**src/rtl/phase_gen.sv**
```systemverilog
// phase_gen: multi-cycle processor phase sequencer (F -> R -> X -> [M] -> W).
// Latency: 4 cycles per instruction (skip_m=1) or 5 cycles, plus one cycle per mem_wait stall in F/M.
// Backpressure: mem_wait holds the sequencer in F or M; everywhere else it is ignored.
//
// Ports:
//   clk       in   system clock, rising edge
//   rst       in   asynchronous active-high reset
//   run       in   start/continue, sampled in IDLE and W
//   mem_wait  in   memory not ready, stalls F and M
//   halt      in   decoded halt, sampled in X
//   skip_m    in   instruction has no memory phase, sampled in X
//   wb_en     in   instruction writes the register file, sampled in W
//   phase     out  one-hot phase {f,r,x,m,w}; zero in IDLE and HALT
//   ir_we     out  instruction register load, last F cycle only
//   we        out  register file write enable, W & wb_en
//   pc_we     out  program counter update, once per retired instruction
//   halted    out  sequencer stopped by a halt instruction
//   retired   out  count of completed instructions (wraps at 16 bits)

module phase_gen (
   input  logic        clk,
   input  logic        rst,
   input  logic        run,
   input  logic        mem_wait,
   input  logic        halt,
   input  logic        skip_m,
   input  logic        wb_en,
   output logic [4:0]  phase,
   output logic        ir_we,
   output logic        we,
   output logic        pc_we,
   output logic        halted,
   output logic [15:0] retired
);

   typedef enum logic [2:0] {
      S_IDLE = 3'd0,
      S_F    = 3'd1,
      S_R    = 3'd2,
      S_X    = 3'd3,
      S_M    = 3'd4,
      S_W    = 3'd5,
      S_HALT = 3'd6
   } state_t;

   // One-hot phase encodings
   localparam logic [4:0] PH_NONE = 5'b00000;
   localparam logic [4:0] PH_F    = 5'b10000;
   localparam logic [4:0] PH_R    = 5'b01000;
   localparam logic [4:0] PH_X    = 5'b00100;
   localparam logic [4:0] PH_M    = 5'b00010;
   localparam logic [4:0] PH_W    = 5'b00001;

   state_t      r_state;
   logic [4:0]  r_phase;
   logic        r_halted;
   logic [15:0] r_retired;

   logic        w_in_f;
   logic        w_in_w;

   // State, phase and halted are all registered together so phase is a
   // clean one-hot copy of the state with no decode glitches.
   always_ff @(posedge clk or posedge rst) begin
      if (rst) begin
         r_state   <= S_IDLE;
         r_phase   <= PH_NONE;
         r_halted  <= 1'b0;
         r_retired <= 16'h0000;
      end else begin
         case (r_state)
            S_IDLE: begin
               if (run) begin
                  r_state <= S_F;
                  r_phase <= PH_F;
               end
            end

            S_F: begin
               // Fetch completes on the first cycle memory is ready
               if (!mem_wait) begin
                  r_state <= S_R;
                  r_phase <= PH_R;
               end
            end

            S_R: begin
               r_state <= S_X;
               r_phase <= PH_X;
            end

            S_X: begin
               // Halt wins over skip_m: a halting instruction never reaches W,
               // so it produces no pc_we/we strobe and is not counted.
               if (halt) begin
                  r_state  <= S_HALT;
                  r_phase  <= PH_NONE;
                  r_halted <= 1'b1;
               end else if (skip_m) begin
                  r_state <= S_W;
                  r_phase <= PH_W;
               end else begin
                  r_state <= S_M;
                  r_phase <= PH_M;
               end
            end

            S_M: begin
               if (!mem_wait) begin
                  r_state <= S_W;
                  r_phase <= PH_W;
               end
            end

            S_W: begin
               // Every exit from W retires exactly one instruction
               r_retired <= r_retired + 16'd1;
               if (run) begin
                  r_state <= S_F;
                  r_phase <= PH_F;
               end else begin
                  r_state <= S_IDLE;
                  r_phase <= PH_NONE;
               end
            end

            S_HALT: begin
               // Only reset leaves HALT
               r_state  <= S_HALT;
               r_phase  <= PH_NONE;
               r_halted <= 1'b1;
            end

            default: begin
               r_state  <= S_IDLE;
               r_phase  <= PH_NONE;
               r_halted <= 1'b0;
            end
         endcase
      end
   end

   assign w_in_f = r_phase[4];
   assign w_in_w = r_phase[0];

   // ir_we is combinational on mem_wait so it fires in the single F cycle
   // that actually captures the instruction.
   assign ir_we   = w_in_f & ~mem_wait;
   assign we      = w_in_w & wb_en;
   assign pc_we   = w_in_w;
   assign phase   = r_phase;
   assign halted  = r_halted;
   assign retired = r_retired;

endmodule

```
**config.mk**
```make
export PLATFORM = sky130hd
export DESIGN_NAME = phase_gen
export DESIGN_NICKNAME = d
export VERILOG_FILES = /design/src/rtl/phase_gen.sv
export SDC_FILE = /design/constraint.sdc
export NUM_CORES = 1
export LEC_CHECK = 0
export CORE_ASPECT_RATIO = 0.6
export CORE_MARGIN = 2
export CORE_UTILIZATION = 43
export CTS_CLUSTER_SIZE = 12
export DETAILED_ROUTE_END_ITERATION = 16
export PLACE_DENSITY = 0.75
export SETUP_SLACK_MARGIN = 0.5
export SYNTH_ARGS = -nofsm -noshare
export SYNTH_HDL_FRONTEND = slang
export SYNTH_SLANG_ARGS = --single-unit
```
**constraint.sdc**
```tcl
create_clock -name clk -period 1.7 [get_ports clk]
set_clock_uncertainty 0.2 [all_clocks]
set_input_delay 0.34 -clock clk [delete_from_list [all_inputs] [get_ports clk]]
set_output_delay 0.34 -clock clk [all_outputs]
set_load 0.02 [all_outputs]
```
# Word level (Yosys, flattened, before mapping)
# Index checks and enable logic that the tools add are counted.
dict set report op_classes {
  mux 16
  n_bitwise 4
  addsub 1
  reduce_logical 4
  n_eq_ne 10
}
# operator n
set op_table {}
lappend op_table {{$pmux 5 s6} 1}
lappend op_table {{$pmux 3 s7} 1}
lappend op_table {{$mux 5} 4}
lappend op_table {{$add 16x1->16 const B} 1}
lappend op_table {{$eq 3x3->1 const B} 3}
lappend op_table {{$mux 3} 3}
lappend op_table {{$ne 2x2->1 const B} 4}
lappend op_table {{$eq 3x2->1 const B} 2}
lappend op_table {{$mux 2} 3}
lappend op_table {{$reduce_or 5->1} 1}
lappend op_table {{$eq 3x1->1 const B} 1}
lappend op_table {{$logic_not 3->1} 1}
lappend op_table {{$mux 1} 3}
lappend op_table {{$pmux 1 s3} 1}
lappend op_table {{$reduce_and 3->1} 1}
lappend op_table {{$and 1x1->1} 2}
lappend op_table {{$not 1->1} 2}
lappend op_table {{$reduce_and 2->1} 1}
dict set report totals {
  register_bits 25
  output_inout_bits 25
}

# Depth between registers and ports, before layout
# Gate-level depths: netlist of run 1.
dict set report logic_depth {
  ltp_word 4
  depth_mapped 7
  depth_no_buf 4
}

# Worst setup path after synthesis of run 1
# OpenSTA, ideal clock, no wires.
dict set report synth_timing {
  kind {flip-flop to flip-flop}
  start {register r_state[2]}
  end {register r_retired[7] (netlist: retired[7])}
  t_arrival_ns 1.362
  path_slack_ns 0.006
  synth_period_minus_slack_ns 1.694
  required_ns 1.368
  path_buffers 3
  path_stages_with_launch 8
  cell_sequence {dfrtp_1 buf_6 and3b_1 buf_6 and3_1 buf_6 and4_4 xor2_2}
}
dict set report synth_between {
  elab_chain_cells 1
}
# item line_no
set synth_rtl {}
lappend synth_rtl {{start: declaration} 54} ;# state_t r_state;
lappend synth_rtl {{start signal: assignment} 66} ;# r_state <= S_IDLE;
lappend synth_rtl {{start signal: assignment} 74} ;# r_state <= S_F;
lappend synth_rtl {{start signal: assignment} 82} ;# r_state <= S_R;
lappend synth_rtl {{$eq 3x3->1} 71} ;# case (r_state)
lappend synth_rtl {{end signal: assignment} 117} ;# r_retired <= r_retired + 16'd1;
lappend synth_rtl {{end: declaration} 57} ;# logic [15:0] r_retired;
# No other way between the ends.
# A chain may end at the register's enable or synchronous reset.

# Worst setup path in the final report of run 1
dict set report layout_timing {
  start {input mem_wait}
  end {register r_phase[0] (netlist: phase[0])}
}
dict set report layout_between {
  elab_chain_cells 2
  elab_cells_between_ends 3
  classes_between {eq/ne: 2; reduce/logical: 1}
}
# item line_no
set layout_rtl {}
lappend layout_rtl {{start: declaration} 24} ;# input logic mem_wait,
lappend layout_rtl {{$ne 2x2->1 (no source line)} --}
lappend layout_rtl {{$reduce_and 3->1 (no source line) (*)} --}
lappend layout_rtl {{end signal: assignment} 67} ;# r_phase <= PH_NONE;
lappend layout_rtl {{end signal: assignment} 75} ;# r_phase <= PH_F;
lappend layout_rtl {{end signal: assignment} 83} ;# r_phase <= PH_R;
lappend layout_rtl {{end: declaration} 55} ;# logic [4:0] r_phase;
# Every way passes the cells marked *; elsewhere a longest branch is shown, timed or not.

==> metrics, run 1 <==
Buffers on Ports=31; core box area=0.002610 mm²; Final Max Slew Viols=0; Clock Latency Late Sink=0.27 ns; part of the power in registers=0.315; clock-pin slew on the worst setup and hold paths=0.09 ns; sequential cell area fraction in the yosys report=0.5086; Post-synth EDFFs=0; wire per inst=18.38 µm; Antenna Nets Post-Route=0; vias in the first global route=1135; root buf cell=clkbuf_8; Synth async-reset ratio=1.000; Syn Inst Count=119; 1st-pass router iterations=4; status=finished with violations; n_diodes=0; CP max stage cell=a211o_1; initial antenna violation count=0; Switching Share=0.3831; Min Clock Period, post-route=1.747 ns; Residual DRC=0; # setup viols final=1; Via density=5.489; Die H=45.43 µm; number of library cell types mapped by synthesis=35; Fmax achieved=572.5 MHz; Worst Hold Class=in -> async; CP cell instances=dlygate4sd2_1, buf_4, nor2b_1, nor2_1, a211o_1, o22a_1; Ys Warns=0; total wire length=4173 µm; Initial Util=0.4712; Leakage Power=1.093 nW; Total Neg Setup Slack=-0.04679 ns; DRT iter0 DRCs=82; type of the worst setup path=in -> reg; PD cells=1272 mW/mm²; total track usage=0.2149; failing checks=negative setup slack; CTS buffer count=3; Placement Setup Slack=-0.3968 ns; Top FF cell, synth=dfrtp_1; Worst Tran Pin Value=0.3249 ns; Die Span X=73.05 µm; die area=0.003318 mm²; R2R depth=4; maximum VDD drop=0.001115 V; layout cells sized above 1=0.5692; DR vias=1246; reg2reg setup slack=0.03 ns; Worst setup SP type=input port; CTS sink count=25; hpwl dp=2099 µm; RSZ-0062 raised after global routing=yes; logic gate share of total power=0.556; Internal Power=0.001714 W; final worst slack=-0.04679 ns; Largest stage delay, worst path=0.32 ns; Top delay family on crit path=compound AO/OA/AOI/OAI gates; CP max FO=3; I/O pins=32; clk buf depth=2; WHS=0.2761 ns; CP bufs+invs=2; Cell Area, Synth=0.001230 mm²; max_slew headroom=0.7834; Max H-tree Level=1; endpoints failing hold=0; Synth Net Count=127; dpl cells=190; sw power=0.001064 W; register bit total from synthesis=25; period utilisation layout=1.028; post-route insts no fill=227; final net count=204; reg-to-reg startpoint=r_state[0]$_DFFE_PP0P_; Area Growth Syn to Fin=77.52%; first-pass GRT wire length=5326 µm; CTS tree=built; design area=0.002183 mm²; RR Endpoint=phase[0]$_DFFE_PP0P_; gr ovfl total=0; CP Data Arrival Time=1.70 ns; CP required=1.66 ns; routability cong.=0.8688; placed cell areas=0.001683 mm²; synthesized area per cell=10.34 µm²; Worst Setup End Kind=flop; Max-cap violations=0; largest net degree at the start of global routing=26; row count=14; Clk pwr share=0.129
[cells in the final DEF, fill, tap and decap left out, drive strengths merged, types with 4 or more instances in the layout]
| cell type | n |
|---|---|
| buf | 73 |
| xnor2 | 12 |
| o21ai | 5 |
| inv | 4 |
| nand3 | 7 |
| a21oi | 6 |
| dfrtp | 25 |
| nand2 | 12 |
| clkbuf | 4 |
| nor2b | 4 |
| nor2 | 6 |
[logic make-up (layout without fill, tap and decap cells)]
kind of cell    after synthesis  in the layout  synth area share
simple gates                 45             45            0.1963
flops                        25             25            0.5086
compound gates               19             19           0.09564
xor+xnor                     15             15            0.1129
buf+inv                      12             88           0.05900
mux                           2              2           0.01729
fa+ha+maj                     1              1           0.01017
[power groups by stage]
stage / sequential, W / clock, W / combinational, W
after global routing: 0.000892 / 0.000392 / 0.00163
after detailed placement: 0.000868 / 0 / 0.00101
final: 0.000874 / 0.000358 / 0.00155
after global placement: 0.000859 / 0 / 0.000986
after CTS: 0.000871 / 0.000357 / 0.00122
after floorplan: 0.000954 / 0 / 0.000527
[cell usage after synthesis, types with 2 or more instances]
| library cell | count | area [µm²] |
|---|---|---|
| dfrtp_1 | 25 | 625.6 |
| nand2_1 | 12 | 45.04 |
| xnor2_1 | 12 | 105.1 |
| nand3_1 | 7 | 35.03 |
| a21oi_1 | 6 | 30.03 |
| nor2_1 | 6 | 22.52 |
| inv_1 | 5 | 18.77 |
| o21ai_0 | 5 | 25.02 |
| nor2b_1 | 4 | 25.02 |
| buf_6 | 3 | 33.78 |
| nand2b_1 | 3 | 18.77 |
| nand4_1 | 3 | 18.77 |
| and3_1 | 2 | 12.51 |
| and4_1 | 2 | 17.52 |
| clkbuf_1 | 2 | 7.510 |
| o22a_1 | 2 | 17.52 |
| xor2_1 | 2 | 17.52 |
[sequential cells by signal, summed over array words and instances, names as in the netlist]
| name | count |
|---|---|
| halted | 1 |
| phase | 5 |
| r_state | 3 |
| retired | 16 |
[how the worst max path moves through the flow]
stage	end	slack, ns	cells past startpoint	start
2_1_floorplan	retired[7]$_DFFE_PP0N_	0.03	7	r_state[2]$_DFFE_PP0P_
3_3_place_gp	ir_we	-0.37	3	mem_wait
3_5_place_dp	ir_we	-0.40	3	mem_wait
4_1_cts	retired[10]$_DFFE_PP0N_	0.14	5	r_state[2]$_DFFE_PP0P_
5_1_grt	phase[0]$_DFFE_PP0P_	-0.05	6	mem_wait
6_report	phase[0]$_DFFE_PP0P_	-0.05	6	mem_wait
[per-stage QoR]
step | utilization | power, W
after floorplan | - | 0.001481
final | 0.8365 | 0.002778
after detailed placement | 0.6448 | 0.001875
after global placement | 0.6448 | 0.001845
after global routing | 0.8365 | 0.002910
after CTS | 0.7416 | 0.002452
[area by class of cell]
type                            count  area, µm²
Clock buffer                        4      45.04
Fill cell                         133      426.7
Inverter                            5      31.28
Multi-Input combinational cell     82      689.4
Sequential cell                    25      631.9
Tap cell                           32      40.04
Timing Repair Buffer               79      745.7
[timing repair]
item | in CTS | in global routing
setup buffers | 21 | 12
hold buffers | 0 | 0
gates resized for setup | 162 | 33
endpoints found under the setup margin | 50 | 50
pin swaps | 15 | 8
[worst min-delay path, stage by stage]
cell and delay [ns]:
clkdlybuf4s50_1 0.43, inv_1 0.07, buf_4 0.31
[metal layers]
metal	up-vias	track usage	part of all wire
met5	-	0	0
met4	0	0.05926	0.023
met3	11	0.03982	0.050
met2	47	0.3586	0.48
met1	629	0.2928	0.44
li1	559	-	-
No activity file was read; power rests on OpenSTA's default activity.
==> inputs of run 2 (changes only) <==
--- a/config.mk
+++ b/config.mk
@@ -5,6 +5,7 @@
 export SDC_FILE = /design/constraint.sdc
 export NUM_CORES = 1
 export LEC_CHECK = 0
+export CAP_MARGIN = 20
 export CORE_ASPECT_RATIO = 0.6
 export CORE_MARGIN = 2
 export CORE_UTILIZATION = 43
==> constraint.sdc (replaced) <==
create_clock -name clk -period 1.7 [get_ports clk]
set_clock_uncertainty 0.2 [all_clocks]
set_input_delay 0.34 -clock clk [delete_from_list [all_inputs] [get_ports clk]]
set_output_delay 0.34 -clock clk [all_outputs]
set_load 0.1 [all_outputs]
==> run 2 against run 1 <==
  * The run now fails in 5_1_grt
  * Synthesized cell count unchanged
  * Area after synthesis unchanged
==> metrics, run 2 <==
top-count cell post-synth=dfrtp_1; Die H=45.43 µm (unchanged); Die Span X=73.05 µm (unchanged); root buf cell=clkbuf_8; area share of the largest cell type after synthesis=0.5086 (unchanged); dpl cells=188 (-1.1%); Buffers on Ports=31 (unchanged); worst ep type=top-level output; register bit total from synthesis=25 (unchanged); largest area contributor in the netlist=dfrtp_1; hpwl dp=2397 µm (+14%); Fail Step=5_1_grt; Post-synth EDFFs=0 (unchanged); Ys Warns=0 (unchanged); status=aborted with a tool error; synthesized area per cell=10.34 µm² (unchanged); critical endpoint after global-route timing repair=ir_we; Halt Reason=[ERROR DPL-0033] detailed placement checks failed during check placement.; Syn Inst Count=119 (unchanged); hold_buf cts=0 (unchanged); sequential cell area fraction in the yosys report=0.5086 (unchanged); CTS buffer count=3 (unchanged); Top FF cell, synth=dfrtp_1; Cell Area, Synth=0.001230 mm² (unchanged); routability cong.=1.011 (+16%); I/O pins=32 (unchanged); row count=14 (unchanged); Initial Util=0.4712 (unchanged); largest net degree at the start of global routing=26; clk buf depth=2 (unchanged); Max H-tree Level=1 (unchanged); initial antenna violation count=1; number of library cell types mapped by synthesis=35 (unchanged); synth cell count leaders=dfrtp_1, nand2_1, xnor2_1; Synth async-reset ratio=1.000 (unchanged); Synth Net Count=127 (unchanged); CTS sink count=25 (unchanged); top area cells in the synthesized netlist=dfrtp_1, xnor2_1, nand2_1
## run 2: cell counts after synthesis
Identical to the previous run, type by type.
## run 2: metrics by stage
| stage | instance area (µm²) | setup WS, ns | utilization | setup TNS (ns) |
|---|---|---|---|---|
| floorplan | 1368 | -0.05803 | - | -0.1086 |
| global placement | 1988 | -0.1169 | 0.7617 | -0.3270 |
| detailed placement | 1988 | -0.1964 | 0.7617 | -0.5931 |
| CTS | 2385 | 0.06899 | 0.9137 | 0 |
## run 2: what timing repair did
action | CTS
setup buffers | 22
setup endpoints to repair | 50
gates resized for setup | 45
pin swaps | 29
## run 2: logic make-up after synthesis
logic type,share of synthesized area
mux,0.01729
buf+inv,0.05900
flops,0.5086
simple gates,0.1963
compound gates,0.09564
xor+xnor,0.1129
fa+ha+maj,0.01017
==> inputs of run 3 (changes only) <==
==> config.mk (replaced) <==
export PLATFORM = sky130hd
export DESIGN_NAME = phase_gen
export DESIGN_NICKNAME = d
export VERILOG_FILES = /design/src/rtl/phase_gen.sv
export SDC_FILE = /design/constraint.sdc
export NUM_CORES = 1
export LEC_CHECK = 0
export CAP_MARGIN = 20
export CORE_MARGIN = 2
export CORE_UTILIZATION = 30
export DETAILED_ROUTE_END_ITERATION = 16
export PLACE_DENSITY_LB_ADDON = 0.15
export SYNTH_ARGS = -nofsm -noshare
export SYNTH_HDL_FRONTEND = slang
export SYNTH_SLANG_ARGS = --single-unit
==> constraint.sdc (replaced) <==
create_clock -name clk -period 2.2 [get_ports clk]
set_clock_uncertainty 0.2 [all_clocks]
set_input_delay 0.44 -clock clk [delete_from_list [all_inputs] [get_ports clk]]
set_output_delay 0.44 -clock clk [all_outputs]
set_load 0.1 [all_outputs]
==> run 3 against run 2 <==
  * The flow now finishes without violations
==> metrics, run 3 (synthesis results as in run 1) <==
CP Launch Point=mem_wait; logic gate share of total power=0.595; reg2reg setup slack=0.51 ns; Min Clock Period, post-route=1.877 ns; RSZ-0062 raised after global routing=no; Residual DRC=0; final core utilization=0.4449; met1 Use GR=0.1558; # setup viols final=0; endpoints failing hold=0; gr ovfl total=0; first-pass GRT wire length=4236 µm; R2R depth=4; Max H-tree Level=1 (unchanged); Initial Util=0.3097 (-0.1615); Worst setup SP type=input port; leading cell type in the layout, fill and taps excluded=dfrtp_1; Antenna Nets Post-Route=0; die area=0.004628 mm²; Final Max Slew Viols=0; most frequent cells in the layout=dfrtp_1, buf_12, buf_4, nand2_1, xnor2_1; Switching Share=0.5050; Internal Power=0.001128 W; hpwl dp=1807 µm (-25%); Worst Hold Class=reg -> reg; CTS sink count=25 (unchanged); Clock Latency Late Sink=0.26 ns; PD cells=1289 mW/mm²; Die Span X=68.03 µm (-6.9%); row count=23 (+9); Buffers on Ports=31 (unchanged); vias in the first global route=954; status=finished, final reports clean; GR peak layer=met2; CTS buffer count=3 (unchanged); DRT iter0 DRCs=39; Max-cap violations=0; root buf cell=clkbuf_8; CTS tree=built; hold_buf cts=0 (unchanged); CP Data Arrival Time=1.24 ns; routability cong.=0.8705 (-14%); clock-pin slew on the worst setup and hold paths=0.09 ns; max_slew headroom=0.7879; wire per inst=11.65 µm; Worst Setup End Kind=output pin; Die H=68.03 µm (+50%); GRT met2 Usage=0.1990; core box area=0.003971 mm²; total wire length=2353 µm; Fmax achieved=532.8 MHz; largest net degree at the start of global routing=26; Setup crit end=ir_we; Total Neg Setup Slack=0 ns; Clk pwr share=0.117; I/O pins=32 (unchanged); RR Endpoint=retired[10]$_DFFE_PP0N_; Post-CTS Setup Inserts=0 (-100%); Leakage Power=0.7871 nW; DR vias=955; layout cells sized above 1=0.2566; maximum VDD drop=0.0007915 V; 1st-pass router iterations=4; Area Growth Syn to Fin=43.64%; WHS=0.2789 ns; CP cell instances=clkdlybuf4s50_1, nor2b_4, buf_12; CP max stage cell=clkdlybuf4s50_1; n_diodes=0; clk buf depth=2 (unchanged); type of the worst setup path=in -> out; CP required=1.56 ns; PostCTS Resize Cnt=0 (-100%); final net count=161; period utilisation layout=0.8531; GR Layer Usage met3=0.02138; reg-to-reg startpoint=r_state[1]$_DFFE_PP0P_; sw power=0.001150 W; Worst Tran Pin Value=0.3181 ns; max reg flops=16; part of the power in registers=0.287; Via density=4.728; total track usage=0.1211; Largest stage delay, worst path=0.47 ns; initial antenna violation count=0; CP max FO=3
## run 3: power by group through the flow
stage	combinational [W]	sequential, W	clock [W]
floorplan	0.000480	0.00116	0
detailed placement	0.00136	0.000667	0
CTS	0.00136	0.000659	0.000285
global route	0.00144	0.000673	0.000302
global placement	0.00136	0.000666	0
finish	0.00136	0.000655	0.000268
## run 3: area by class of cell
type,instances,area (µm²)
Multi-Input combinational cell,82,540.5
Sequential cell,25,625.6
Timing Repair Buffer,36,473.0
Tap cell,50,62.56
Clock buffer,3,41.29
Inverter,5,18.77
Clock inverter,1,5.005
Fill cell,387,2205
## run 3: worst min path at each step
stage | start | cells after the start | to | slack, ns
after floorplan | rst | 1 | halted$_DFFE_PP0P_ | 0.27
after global placement | retired[15]$_DFFE_PP0N_ | 1 | retired[15]$_DFFE_PP0N_ | 0.26
after detailed placement | retired[15]$_DFFE_PP0N_ | 1 | retired[15]$_DFFE_PP0N_ | 0.27
after CTS | retired[15]$_DFFE_PP0N_ | 1 | retired[15]$_DFFE_PP0N_ | 0.29
after global routing | retired[15]$_DFFE_PP0N_ | 1 | retired[15]$_DFFE_PP0N_ | 0.32
final | retired[15]$_DFFE_PP0N_ | 1 | retired[15]$_DFFE_PP0N_ | 0.28
## run 3: worst max-delay path, delay by kind of cell
family	cells	cell delay (ns)
buffers and inverters	2	0.65
AND/OR/NAND/NOR	1	0.15
## run 3: per-layer routing
| metal | share of wire | vias up |
|---|---|---|
| met5 | 0 | - |
| li1 | - | 470 |
| met1 | 0.47 | 458 |
| met3 | 0.051 | 2 |
| met4 | 0.010 | 0 |
| met2 | 0.47 | 25 |
## run 3: metrics by stage
| step | total power, W | instances | cell area, µm² | setup WS [ns] |
|---|---|---|---|---|
| global route | 0.002411 | 202 | 1767 | 0.2955 |
| detailed placement | 0.002030 | 198 | 1720 | 0.1151 |
| finish | 0.002278 | 202 | 1767 | 0.3232 |
| CTS | 0.002307 | 202 | 1767 | 0.3153 |
| floorplan | 0.001644 | 119 | 1239 | -0.03025 |
| global placement | 0.002027 | 198 | 1720 | 0.1452 |
==> inputs of run 4 (changes only) <==
--- a/config.mk
+++ b/config.mk
@@ -10,6 +10,7 @@
 export CORE_UTILIZATION = 30
 export DETAILED_ROUTE_END_ITERATION = 16
 export PLACE_DENSITY_LB_ADDON = 0.15
+export RECOVER_POWER = 25
 export SYNTH_ARGS = -nofsm -noshare
 export SYNTH_HDL_FRONTEND = slang
 export SYNTH_SLANG_ARGS = --single-unit
==> run 4 against run 3 <==
  * First-iteration DRC count grew 5.1%
  * Die area did not move
  * Register-to-register slack about the same
  * Hold slack unchanged
  * Power barely moved
  * Sequential power is essentially flat
  * Design area decreased by 0.14%
  * Wire length is essentially flat
  * Clock power about the same
  * Largest power group unchanged
==> metrics, run 4 (synthesis results as in run 1) <==
Final Max Slew Viols=0 (unchanged); part of the power in registers=0.288 (about the same); CP cell instances=clkdlybuf4s50_1, nor2b_4, buf_12; Post-CTS Setup Inserts=0 (unchanged); CP max stage cell=clkdlybuf4s50_1; final net count=161 (unchanged); maximum VDD drop=0.0007915 V (about the same); layout cells sized above 1=0.2566 (unchanged); WHS=0.2789 ns (unchanged); root buf cell=clkbuf_8; first-pass GRT wire length=4236 µm (unchanged); Leakage Power=0.7867 nW (about the same); Switching Share=0.5052 (about the same); Buffers on Ports=31 (unchanged); endpoints failing hold=0 (unchanged); hold path endpoint=retired[15]$_DFFE_PP0N_; Worst Tran Pin Value=0.6202 ns (+0.3021 ns); type of the worst setup path=in -> out; PostCTS Resize Cnt=0 (unchanged); Max-cap violations=0 (unchanged); Fill cells=387 (unchanged); largest net degree at the start of global routing=26 (unchanged); hpwl dp=1807 µm (unchanged); Antenna Nets Post-Route=0 (unchanged); CP max FO=3 (unchanged); n_diodes=0 (unchanged); CTS buffer count=3 (unchanged); dpl cells=198 (unchanged); met1 Use GR=0.1558 (unchanged); DR vias=956 (+0.10%); row count=23 (unchanged); Initial Util=0.3097 (unchanged); clock-pin slew on the worst setup and hold paths=0.09 ns (about the same); vias in the first global route=954 (unchanged); max reg flops=16 (unchanged); CTS tree=built; GR Layer Usage met3=0.02138 (unchanged); initial antenna violation count=0 (unchanged); FF/Latch Area=625.6 µm² (unchanged); design area=0.001764 mm² (-0.14%); placed cell areas=0.001720 mm² (unchanged); gr ovfl total=0 (unchanged); GRT met2 Usage=0.1990 (unchanged); post-route insts no fill=202 (unchanged); hold path depth=1 (unchanged); Worst Hold Class=reg -> reg; reg2reg setup slack=0.51 ns (about the same); most frequent cells in the layout=dfrtp_1, buf_12, buf_4, nand2_1, xnor2_1; GR peak layer=met2; Via density=4.733 (+0.10%); routability cong.=0.8705 (unchanged); max_slew headroom=0.5865 (-0.2014); Clock Latency Late Sink=0.26 ns (about the same); period utilisation layout=0.8531 (unchanged); total wire length=2351 µm (about the same); CP Data Arrival Time=1.24 ns (about the same); # setup viols final=0 (unchanged); RR Endpoint=retired[10]$_DFFE_PP0N_; Max H-tree Level=1 (unchanged); Worst Setup End Kind=output pin; CP required=1.56 ns (about the same); sw power=0.001150 W (about the same); R2R depth=4 (unchanged); Worst setup SP type=input port; core box area=0.003971 mm² (unchanged); Residual DRC=0 (unchanged); die area=0.004628 mm² (unchanged); I/O pins=32 (unchanged); multi-input combinational cell area=540.5 µm² (unchanged); origin of the worst min-delay path=retired[15]$_DFFE_PP0N_; Die Span X=68.03 µm (unchanged); final core utilization=0.4442 (-0.0006310); wire per inst=11.64 µm (about the same); PD cells=1291 mW/mm² (about the same); Fmax achieved=532.8 MHz (unchanged); logic gate share of total power=0.595 (about the same); reg-to-reg startpoint=r_state[1]$_DFFE_PP0P_; RSZ-0062 raised after global routing=no; 1st-pass router iterations=4 (unchanged); Die H=68.03 µm (unchanged); Min Clock Period, post-route=1.877 ns (unchanged); CTS sink count=25 (unchanged); clk buf depth=2 (unchanged); Clk pwr share=0.118 (about the same); Largest stage delay, worst path=0.47 ns (about the same); leading cell type in the layout, fill and taps excluded=dfrtp_1; total track usage=0.1211 (unchanged); Area Growth Syn to Fin=43.44%; Internal Power=0.001127 W (about the same); DRT iter0 DRCs=41 (+5.1%); status=finished, final reports clean; hold_buf cts=0 (unchanged)
run 4: cell types whose count changed in the layout (fill, tap and decap cells not counted):
cell	change
dlygate4sd3_1	+1
buf_4	-1
clkbuf_2	+1
clkdlybuf4s50_1	-1
run 4: area by class of cell:
cell class	instances	share of cell area
inverter	5	0.01064
timing repair buffer	36	0.2667
multi-input combinational	82	0.3064
sequential	25	0.3546
clock inverter	1	0.002837
clock buffer	3	0.02340
tap	50	0.03546
run 4: power groups by stage:
stage	clock, W	sequential [W]	combinational (W)
6_report	0.000268	0.000655	0.00135
5_1_grt	0.000302	0.000673	0.00144
4_1_cts	0.000285	0.000659	0.00136
3_5_place_dp	0	0.000667	0.00136
3_3_place_gp	0	0.000666	0.00136
2_1_floorplan	0	0.00116	0.000480
run 4: how the worst max path moves through the flow:
stage | endpoint | cells past startpoint | slack [ns] | from
after detailed placement | phase[0]$_DFFE_PP0P_ | 5 | 0.12 | mem_wait
after CTS | ir_we | 3 | 0.32 | mem_wait
final | ir_we | 3 | 0.32 | mem_wait
after global placement | phase[0]$_DFFE_PP0P_ | 5 | 0.15 | mem_wait
after global routing | ir_we | 3 | 0.30 | mem_wait
after floorplan | ir_we | 1 | -0.03 | phase[4]$_DFFE_PP0P_
run 4: per-layer routing:
metal / wire (µm) / part of all wire
met5: 0 / 0
met4: 24 / 0.010
met3: 121 / 0.051
met2: 1108 / 0.47
met1: 1096 / 0.47
run 4: worst max-delay path, delay by kind of cell:
kind	cells	cell delay [ns]
buf+inv	2	0.65
simple gates	1	0.15
run 4: stage by stage:
stage	setup TNS [ns]	total power, W	setup WS (ns)
floorplan	-0.03025	0.001644	-0.03025
global placement	0	0.002027	0.1452
detailed placement	0	0.002030	0.1151
CTS	0	0.002307	0.3153
global route	0	0.002410	0.2955
finish	0	0.002277	0.3232
